## config.mk

```make
export PLATFORM = sky130hd
export DESIGN_NAME = ram_address_sequencer
export DESIGN_NICKNAME = d
export VERILOG_FILES = /design/src/rtl/ram_seq_pkg.sv /design/src/rtl/ram_seq_offset_counter.sv /design/src/rtl/ram_address_sequencer.sv
export SDC_FILE = /design/constraint.sdc
export NUM_CORES = 1
export LEC_CHECK = 0
export ABC_AREA = 1
export CORE_MARGIN = 2
export CORE_UTILIZATION = 58
export DETAILED_ROUTE_END_ITERATION = 12
export DONT_BUFFER_PORTS = 1
export PLACE_DENSITY_LB_ADDON = 0.05
export SETUP_SLACK_MARGIN = 0.5
export SYNTH_ARGS = -nofsm -noshare
export SYNTH_HDL_FRONTEND = slang
export SYNTH_SLANG_ARGS = --single-unit
```

## constraint.sdc

```tcl
create_clock -name aclk -period 4.25 [get_ports aclk]
set_clock_uncertainty 0.1 [all_clocks]
set_input_delay 0.85 -clock aclk [delete_from_list [all_inputs] [get_ports aclk]]
set_output_delay 0.85 -clock aclk [all_outputs]
set_load 0.01 [all_outputs]
```

## src/rtl/ram_seq_pkg.sv

```systemverilog
// Shared types and helpers for the RAM address sequencer.
package ram_seq_pkg;

  typedef enum logic [1:0] {
    IDLE  = 2'd0,
    RUN   = 2'd1,
    DRAIN = 2'd2
  } seq_state_e;

  localparam int DEF_BEAT_BYTES   = 4;
  localparam int DEF_BURST_LENGTH = 16;
  localparam int DEF_PAGE_LOG2    = 16;

  localparam int BURST_BYTES = DEF_BURST_LENGTH * DEF_BEAT_BYTES;
  localparam int PAGE_BYTES  = 2 ** DEF_PAGE_LOG2;

  // Ceiling log2, for elaboration-time widths and masks.
  function automatic int clogb2(input int value);
    int r;
    r = 0;
    while ((64'd1 << r) < 64'(value)) r++;
    return r;
  endfunction

endpackage

```

## src/rtl/ram_seq_offset_counter.sv

```systemverilog
// Byte offset within the current page plus the page bit of the ping-pong ring.
module ram_seq_offset_counter
  import ram_seq_pkg::*;
#(
  parameter int PAGE_LOG2  = DEF_PAGE_LOG2,
  parameter int BEAT_BYTES = DEF_BEAT_BYTES,
  parameter int BURST_B    = BURST_BYTES,
  parameter int PAGE_B     = PAGE_BYTES
) (
  input  logic                 clk_i,
  input  logic                 rst_i,
  input  logic                 clear_i,
  input  logic                 load_i,
  output logic [PAGE_LOG2-1:0] offset_o,
  output logic                 page_o,
  output logic                 last_o,
  output logic                 aligned_o,
  output logic                 aligned_post_o
);

  localparam logic [PAGE_LOG2-1:0] STEP       = PAGE_LOG2'(BEAT_BYTES);
  localparam logic [PAGE_LOG2-1:0] LAST_OFF   = PAGE_LOG2'(PAGE_B - BEAT_BYTES);
  localparam logic [PAGE_LOG2-1:0] BURST_MASK = PAGE_LOG2'((1 << clogb2(BURST_B)) - 1);

  logic [PAGE_LOG2-1:0] offset_q, offset_d;
  logic                 page_q, page_d;

  assign offset_o       = offset_q;
  assign page_o         = page_q;
  assign last_o         = (offset_q == LAST_OFF);
  assign aligned_o      = ((offset_q & BURST_MASK) == '0);
  // Alignment as it will be after this cycle's load, so a stop request sees the load first.
  assign aligned_post_o = ((offset_d & BURST_MASK) == '0);

  always_comb begin
    offset_d = offset_q;
    page_d   = page_q;
    if (clear_i) begin
      offset_d = '0;
      page_d   = 1'b0;
    end else if (load_i) begin
      offset_d = offset_q + STEP;
      if (last_o) page_d = ~page_q;
    end
  end

  always_ff @(posedge clk_i or posedge rst_i) begin
    if (rst_i) begin
      offset_q <= '0;
      page_q   <= 1'b0;
    end else begin
      offset_q <= offset_d;
      page_q   <= page_d;
    end
  end

endmodule

```

## src/rtl/ram_address_sequencer.sv

```systemverilog
// Re-emits the sample stream with ping-pong ring byte addresses, stopping only on burst boundaries.
// Optional SEQ_DROP_COUNT_EN adds a saturating count of beats dropped under back-pressure.
module ram_address_sequencer
  import ram_seq_pkg::*;
#(
  parameter int ADDR_WIDTH       = 32,
  parameter int AXIS_TDATA_WIDTH = 32,
  parameter int BEAT_BYTES       = DEF_BEAT_BYTES,
  parameter int BURST_LENGTH     = DEF_BURST_LENGTH,
  parameter int PAGE_LOG2        = DEF_PAGE_LOG2
) (
  input  logic                        aclk,
  input  logic                        areset,
  input  logic                        enable,
  input  logic [ADDR_WIDTH-1:0]       base_address,
  input  logic [AXIS_TDATA_WIDTH-1:0] S_AXIS_tdata,
  input  logic                        S_AXIS_tvalid,
  output logic                        S_AXIS_tready,
  output logic [AXIS_TDATA_WIDTH-1:0] M_AXIS_tdata,
  output logic                        M_AXIS_tvalid,
  input  logic                        M_AXIS_tready,
  output logic [ADDR_WIDTH-1:0]       address,
  output logic                        page,
  output logic                        page_done,
  output logic                        done_page,
  output logic                        busy,
  output logic [31:0]                 drop_count
);

  seq_state_e                  state_q, state_d;
  logic [ADDR_WIDTH-1:0]       base_q, addr_q;
  logic [AXIS_TDATA_WIDTH-1:0] data_q;
  logic                        vld_q, last_q, beat_page_q, pd_q, dp_q;
  logic                        accept, load, hs, cnt_clear;
  logic [PAGE_LOG2-1:0]        offset;
  logic                        last, aligned, aligned_post;

  ram_seq_offset_counter #(
    .PAGE_LOG2  (PAGE_LOG2),
    .BEAT_BYTES (BEAT_BYTES),
    .BURST_B    (BURST_LENGTH * BEAT_BYTES),
    .PAGE_B     (2 ** PAGE_LOG2)
  ) u_cnt (
    .clk_i          (aclk),
    .rst_i          (areset),
    .clear_i        (cnt_clear),
    .load_i         (load),
    .offset_o       (offset),
    .page_o         (page),
    .last_o         (last),
    .aligned_o      (aligned),
    .aligned_post_o (aligned_post)
  );

  // The source cannot stall: unwanted beats are swallowed rather than back-pressured.
  assign S_AXIS_tready = ~areset;
  assign load          = S_AXIS_tvalid & accept & (~vld_q | M_AXIS_tready);
  assign hs            = vld_q & M_AXIS_tready;

  always_ff @(posedge aclk or posedge areset) begin
    if (areset) state_q <= IDLE;
    else        state_q <= state_d;
  end

  always_comb begin
    state_d = state_q;
    unique case (state_q)
      IDLE:    if (enable) state_d = RUN;
      RUN:     if (!enable) state_d = aligned_post ? IDLE : DRAIN;
      DRAIN:   if (aligned && (!vld_q || M_AXIS_tready)) state_d = IDLE;
      default: state_d = IDLE;
    endcase
  end

  always_comb begin
    accept    = 1'b0;
    cnt_clear = 1'b0;
    busy      = 1'b0;
    unique case (state_q)
      IDLE:  cnt_clear = enable;
      RUN: begin
        accept = 1'b1;
        busy   = 1'b1;
      end
      // Once the burst is closed no more beats are taken; just wait for the last one to leave.
      DRAIN: begin
        accept = ~aligned;
        busy   = 1'b1;
      end
      default: ;
    endcase
  end

  always_ff @(posedge aclk or posedge areset) begin
    if (areset) begin
      base_q      <= '0;
      addr_q      <= '0;
      data_q      <= '0;
      vld_q       <= 1'b0;
      last_q      <= 1'b0;
      beat_page_q <= 1'b0;
      pd_q        <= 1'b0;
      dp_q        <= 1'b0;
    end else begin
      if (state_q == IDLE && enable) base_q <= base_address;
      if (load) begin
        data_q      <= S_AXIS_tdata;
        addr_q      <= base_q + ADDR_WIDTH'({page, offset});
        last_q      <= last;
        beat_page_q <= page;
        vld_q       <= 1'b1;
      end else if (hs) begin
        vld_q <= 1'b0;
      end
      pd_q <= hs & last_q;
      if (hs & last_q) dp_q <= beat_page_q;
    end
  end

  assign M_AXIS_tdata  = data_q;
  assign M_AXIS_tvalid = vld_q;
  assign address       = addr_q;
  assign page_done     = pd_q;
  assign done_page     = dp_q;

`ifdef SEQ_DROP_COUNT_EN
  logic        drop;
  logic [31:0] drop_q;

  assign drop = S_AXIS_tvalid & accept & vld_q & ~M_AXIS_tready;

  always_ff @(posedge aclk or posedge areset) begin
    if (areset)                      drop_q <= '0;
    else if (cnt_clear)              drop_q <= '0;
    else if (drop && drop_q != '1)   drop_q <= drop_q + 32'd1;
  end

  assign drop_count = drop_q;
`else
  assign drop_count = '0;
`endif

endmodule

```

==> results.md <==
Status:
- The flow ran to the end, and the final reports show no timing, DRC or antenna violations.

Place:
- The number of port buffers is 0.
- Once placement finished, the instance area stood at about 6600 um^2.
- The routability congestion estimate is 0.936.
- At the placement stage, the worst setup path has a slack of roughly 1.6 ns.
- Once detailed placement completed, the half-perimeter wirelength came to between 10000 and 15000 um.
- The number of placed instances, taps included is 1021.

Floorplanning:
- For this configuration, the core starts out at a cell density of between 50 and 60%.
- The core region is around 11000 um^2.
- The number of top-level design ports is approximately 170.
- The die span in x is roughly 110 um.
- The floorplan step defined a die boundary enclosing 12300 um^2.
- In this run the vertical extent of the chip is ~110 um.
- The number of placement rows is 39.

Critical path:
- The worst path arrival time is between 2 and 3 ns.
- The endpoint type of the worst setup path is a flop.
- The worst endpoint required time is 4.45 ns.
- Walking the worst path, the cells encountered are inv_1, ha_1, nand2_1, inv_1, nand3_4, inv_2, nand3_1, nor2_1, nand2_1, nand2_1, nor2_1.
- The nature of the critical path startpoint is a flop.
- The standard cell with the maximum stage delay on the critical path is sky130_fd_sc_hd__inv_2.
- The critical path contains buffers and inverters numbering 3 combined.
- The startpoint identified for the worst register-to-register timing path is state_q[0]$_DFFE_PP0P_.
- By instance count, the cell type seen most on the critical path is sky130_fd_sc_hd__nand2_1.
- The first element of the critical path is state_q[0]$_DFFE_PP0P_.
- The maximum fanout encountered on the critical timing path is 53.
- The kind of cell adding the most delay to the critical path is buffers and inverters.
- The largest single stage delay on the critical path is approximately 0.65 ns.
- The critical path start-end classification is reg2reg.

STA:
- The max-slew violation count is 0.
- Setup violations remaining at the end of the flow were counted as 0.
- The worst path uses between 60% and 70% of the clock period.
- The final worst-path setup slack is roughly 1.6 ns.
- The final hold violation count is 0.
- In this run the tightest slew margin relative to its limit is between 40% and 50%.
- The final setup TNS is 0 ns.
- Hold timing on the final database bottoms out at a slack of 0.390 ns.
- Setup repair after global routing left no endpoint under its margin.
- For the pin with the worst max-slew slack, the measured transition is about 0.9 ns.
- The maximum frequency from static timing analysis is 380 MHz.
- The shortest period the worst path allows is 2.63 ns.

Yosys:
- The number of enable-type register cells in the synthesized netlist is 0.
- For this run, the number of Yosys warnings is 0.
- Sequential elements use 45.1% of the synthesized area.
- The netlist area before placement is 6660 um^2.
- After synthesis, the cell types taking the most area are sky130_fd_sc_hd__dfrtp_1 45%, sky130_fd_sc_hd__nand2_1 20%, sky130_fd_sc_hd__inv_1 4.7%.
- The proportion of register bits with asynchronous set or reset after synthesis is 100%.
- The area fraction of the dominant cell type after synthesis is around 45%.
- After synthesis, the mean cell area works out to between 7 and 8 um^2.
- The count of cell types in the netlist is 35.
- After synthesis the netlist holds a flip-flop and latch count of 120.
- Among all flip-flop cells after synthesis, the most frequent one is sky130_fd_sc_hd__dfrtp_1.
- The cell count after synthesis came out at between 800 and 900.
- The biggest area contributor in the post-synthesis netlist is sky130_fd_sc_hd__dfrtp_1.

Clocking:
- After clock tree synthesis, the clock-pin slew on the worst setup and hold paths is 0.06 ns.
- The post-cts sizing count is 0.
- The number of buffers created by CTS is 17.
- TritonCTS built the clock tree.
- The hold-fix buffer count after cts is 0.
- The clock reaches the later pin of the worst-skew pair after approximately 0.41 ns.
- The clock passes through at most 2 buffers.
- The number of setup buffers added after CTS is 0.
- The number of sinks driven by the clock tree is 120.
- The H-tree depth is 4.
- The buffer cell driving the clock tree root is sky130_fd_sc_hd__clkbuf_16.

Final layout:
- The number of antenna diodes in the final layout is 0.
- The fraction of the core area covered by cells at the end of the flow is between 60% and 70%.
- Registers take 3000 um^2.
- Counting the fill cells in the layout gives around 990.
- The number of nets at the end of the flow is approximately 990.
- The total area of multi-input combinational cells is approximately 3100 um^2.
- The design area is 7260 um^2.
- Leaving out filler cells and counting taps, the final layout contains 1053.
- Compared with the post-synthesis result, the final layout area differs by 9.04%.
- The share of post-route cells with drive strength above 1 is under 10%.

Worst hold path:
- In this run the most critical hold path is launched from base_q[16]$_DFFE_PP0P_.
- In this run the worst hold path is classified as reg2reg.

Drt:
- Wires add up to between 15000 and 20000 um.
- Before antenna repair, the detailed router went through 5 iterations.
- The final routed wire length divided by cell count is between 10 and 15 um.
- The via count normalized by instance count is about 5.3.
- The remaining design rule violation count is 0.
- The violation count after the first detailed-routing iteration is 257.
- The total via count in the routed design is about 5600.
- The detail route stage leaves a number of antenna-violating nets equal to 0.

Power and ir drop:
- The standby leakage power is about 3.9 nW.
- The analysis attributes to net switching a power of about 1.9 mW.
- The power per cell area is about 670 nW/um^2.
- Of the total power, combinational logic draws 27.1%.
- The part of the power in registers is a little over two fifths.
- The switching share of power is 38.5%.
- The internal cell power is between 3 and 4 mW.
- The worst-case IR drop observed on VDD is about 0.38 mV.
- The part of the total power dissipated in the clock network is between 30% and 40%.
- The power after layout is between 4 and 5 mW.

Global route:
- The via count of the first global-routing pass is roughly 5400.
- The total routing resource utilization after global routing is between 20% and 30%.
- The initial antenna violation count is 0.
- Entering global routing, the biggest net connects between 100 and 150 pins.
- The wire length of the first global-routing pass is about 26000 um.
- The total congestion overflow after global routing is 0.

Job:
- Across the run, the number of max-cap violations was 0.
-- flip-flops by register name, indices dropped and copies added, names as in the netlist --
| name | flops |
|---|---|
| u_cnt.offset_o | 16 |
| state_q | 2 |
| last_q | 1 |
| done_page | 1 |
| beat_page_q | 1 |
| M_AXIS_tvalid | 1 |
| M_AXIS_tdata | 32 |
| u_cnt.page_o | 1 |
| address | 32 |
| page_done | 1 |
| base_q | 32 |
-- cells in the mapped netlist, drive strengths merged, types with 5 or more instances --
cell type and n:
a21oi 22, buf 51, clkbuf 5, dfrtp 120, ha 22, inv 84, nand2 361, nand3 54
nand4 15, nor2 72, nor3 9, o21ai 58, xor2 12
-- cells by family (layout without fill, tap and decap cells) --
kind of cell / count (synthesis) / after routing / share of synthesized area, %
flip-flops: 120 / 120 / 45.1
buffers and inverters: 140 / 120 / 10.2
other: 1 / 32 / 0.0563
XOR/XNOR: 15 / 15 / 1.97
AO/OA/AOI/OAI: 86 / 86 / 6.79
adder cells (fa/ha/maj): 23 / 23 / 4.44
AND/OR/NAND/NOR: 514 / 514 / 31.4
-- power groups by stage --
stage	combinational, mW	sequential, mW	clock [mW]
3_3_place_gp	1.28	2.06	0
3_5_place_dp	1.33	2.06	0
2_1_floorplan	1.10	1.95	0
5_1_grt	1.55	2.11	1.59
4_1_cts	1.33	2.05	1.53
6_report	1.32	2.05	1.51
-- final timing paths --
path,to,slack (ns),cells after the start
max,u_cnt.offset_o[6]$_DFFE_PP0P_,1.62,11
min,base_q[16]$_DFFE_PP0P_,0.39,2
max reg2reg,u_cnt.offset_o[6]$_DFFE_PP0P_,1.62,11
min reg2reg,base_q[16]$_DFFE_PP0P_,0.39,2
max in group asynchronous,address[10]$_DFFE_PP0N_,3.10,2
min in group asynchronous,state_q[0]$_DFFE_PP0P_,0.48,2
-- cells in the final DEF (no fill, tap or decap), types with 2 or more instances in the layout --
cell type                      n
sky130_fd_sc_hd__clkinv_2      2
sky130_fd_sc_hd__nor3_1        8
sky130_fd_sc_hd__o21ai_2       2
sky130_fd_sc_hd__clkbuf_16    17
sky130_fd_sc_hd__nand4_1      15
sky130_fd_sc_hd__o21ai_1       3
sky130_fd_sc_hd__clkinv_4      4
sky130_fd_sc_hd__clkinvlp_4    3
sky130_fd_sc_hd__o21ai_0      53
sky130_fd_sc_hd__nand2_1     359
sky130_fd_sc_hd__nor2_1       71
sky130_fd_sc_hd__bufinv_16     4
sky130_fd_sc_hd__dfrtp_1     120
sky130_fd_sc_hd__o31ai_1       3
sky130_fd_sc_hd__xnor2_1       3
sky130_fd_sc_hd__ha_1         22
sky130_fd_sc_hd__inv_6         2
sky130_fd_sc_hd__buf_4         3
sky130_fd_sc_hd__a21oi_1      22
sky130_fd_sc_hd__nand3_1      52
sky130_fd_sc_hd__inv_1        82
sky130_fd_sc_hd__xor2_1       12
sky130_fd_sc_hd__conb_1       32
-- per-layer routing --
metal / track usage [%] / up-vias / routed length, um
met2: 40.2 / 210 / 6900
met3: 7.55 / 29 / 1050
met5: 0 / - / 0
met1: 34.7 / 2601 / 7010
li1: - / 2761 / -
met4: 9.55 / 0 / 329
-- tightest hold or removal path, delay by kind of cell, from the launching register on --
family,cells,cell delay [ns]
and+or+nand+nor,2,0.11
DFF,1,0.34
-- layout make-up --
cell class              instances  area share [%]
repair buffers                  4           0.586
multi-input cells             670            42.5
clock buffers                  18            5.91
inverters                      84            4.40
clock inverters                14            2.72
well taps                     143            2.47
flip-flops and latches        120            41.4
Note: power is estimated with default switching activity, not from simulation.
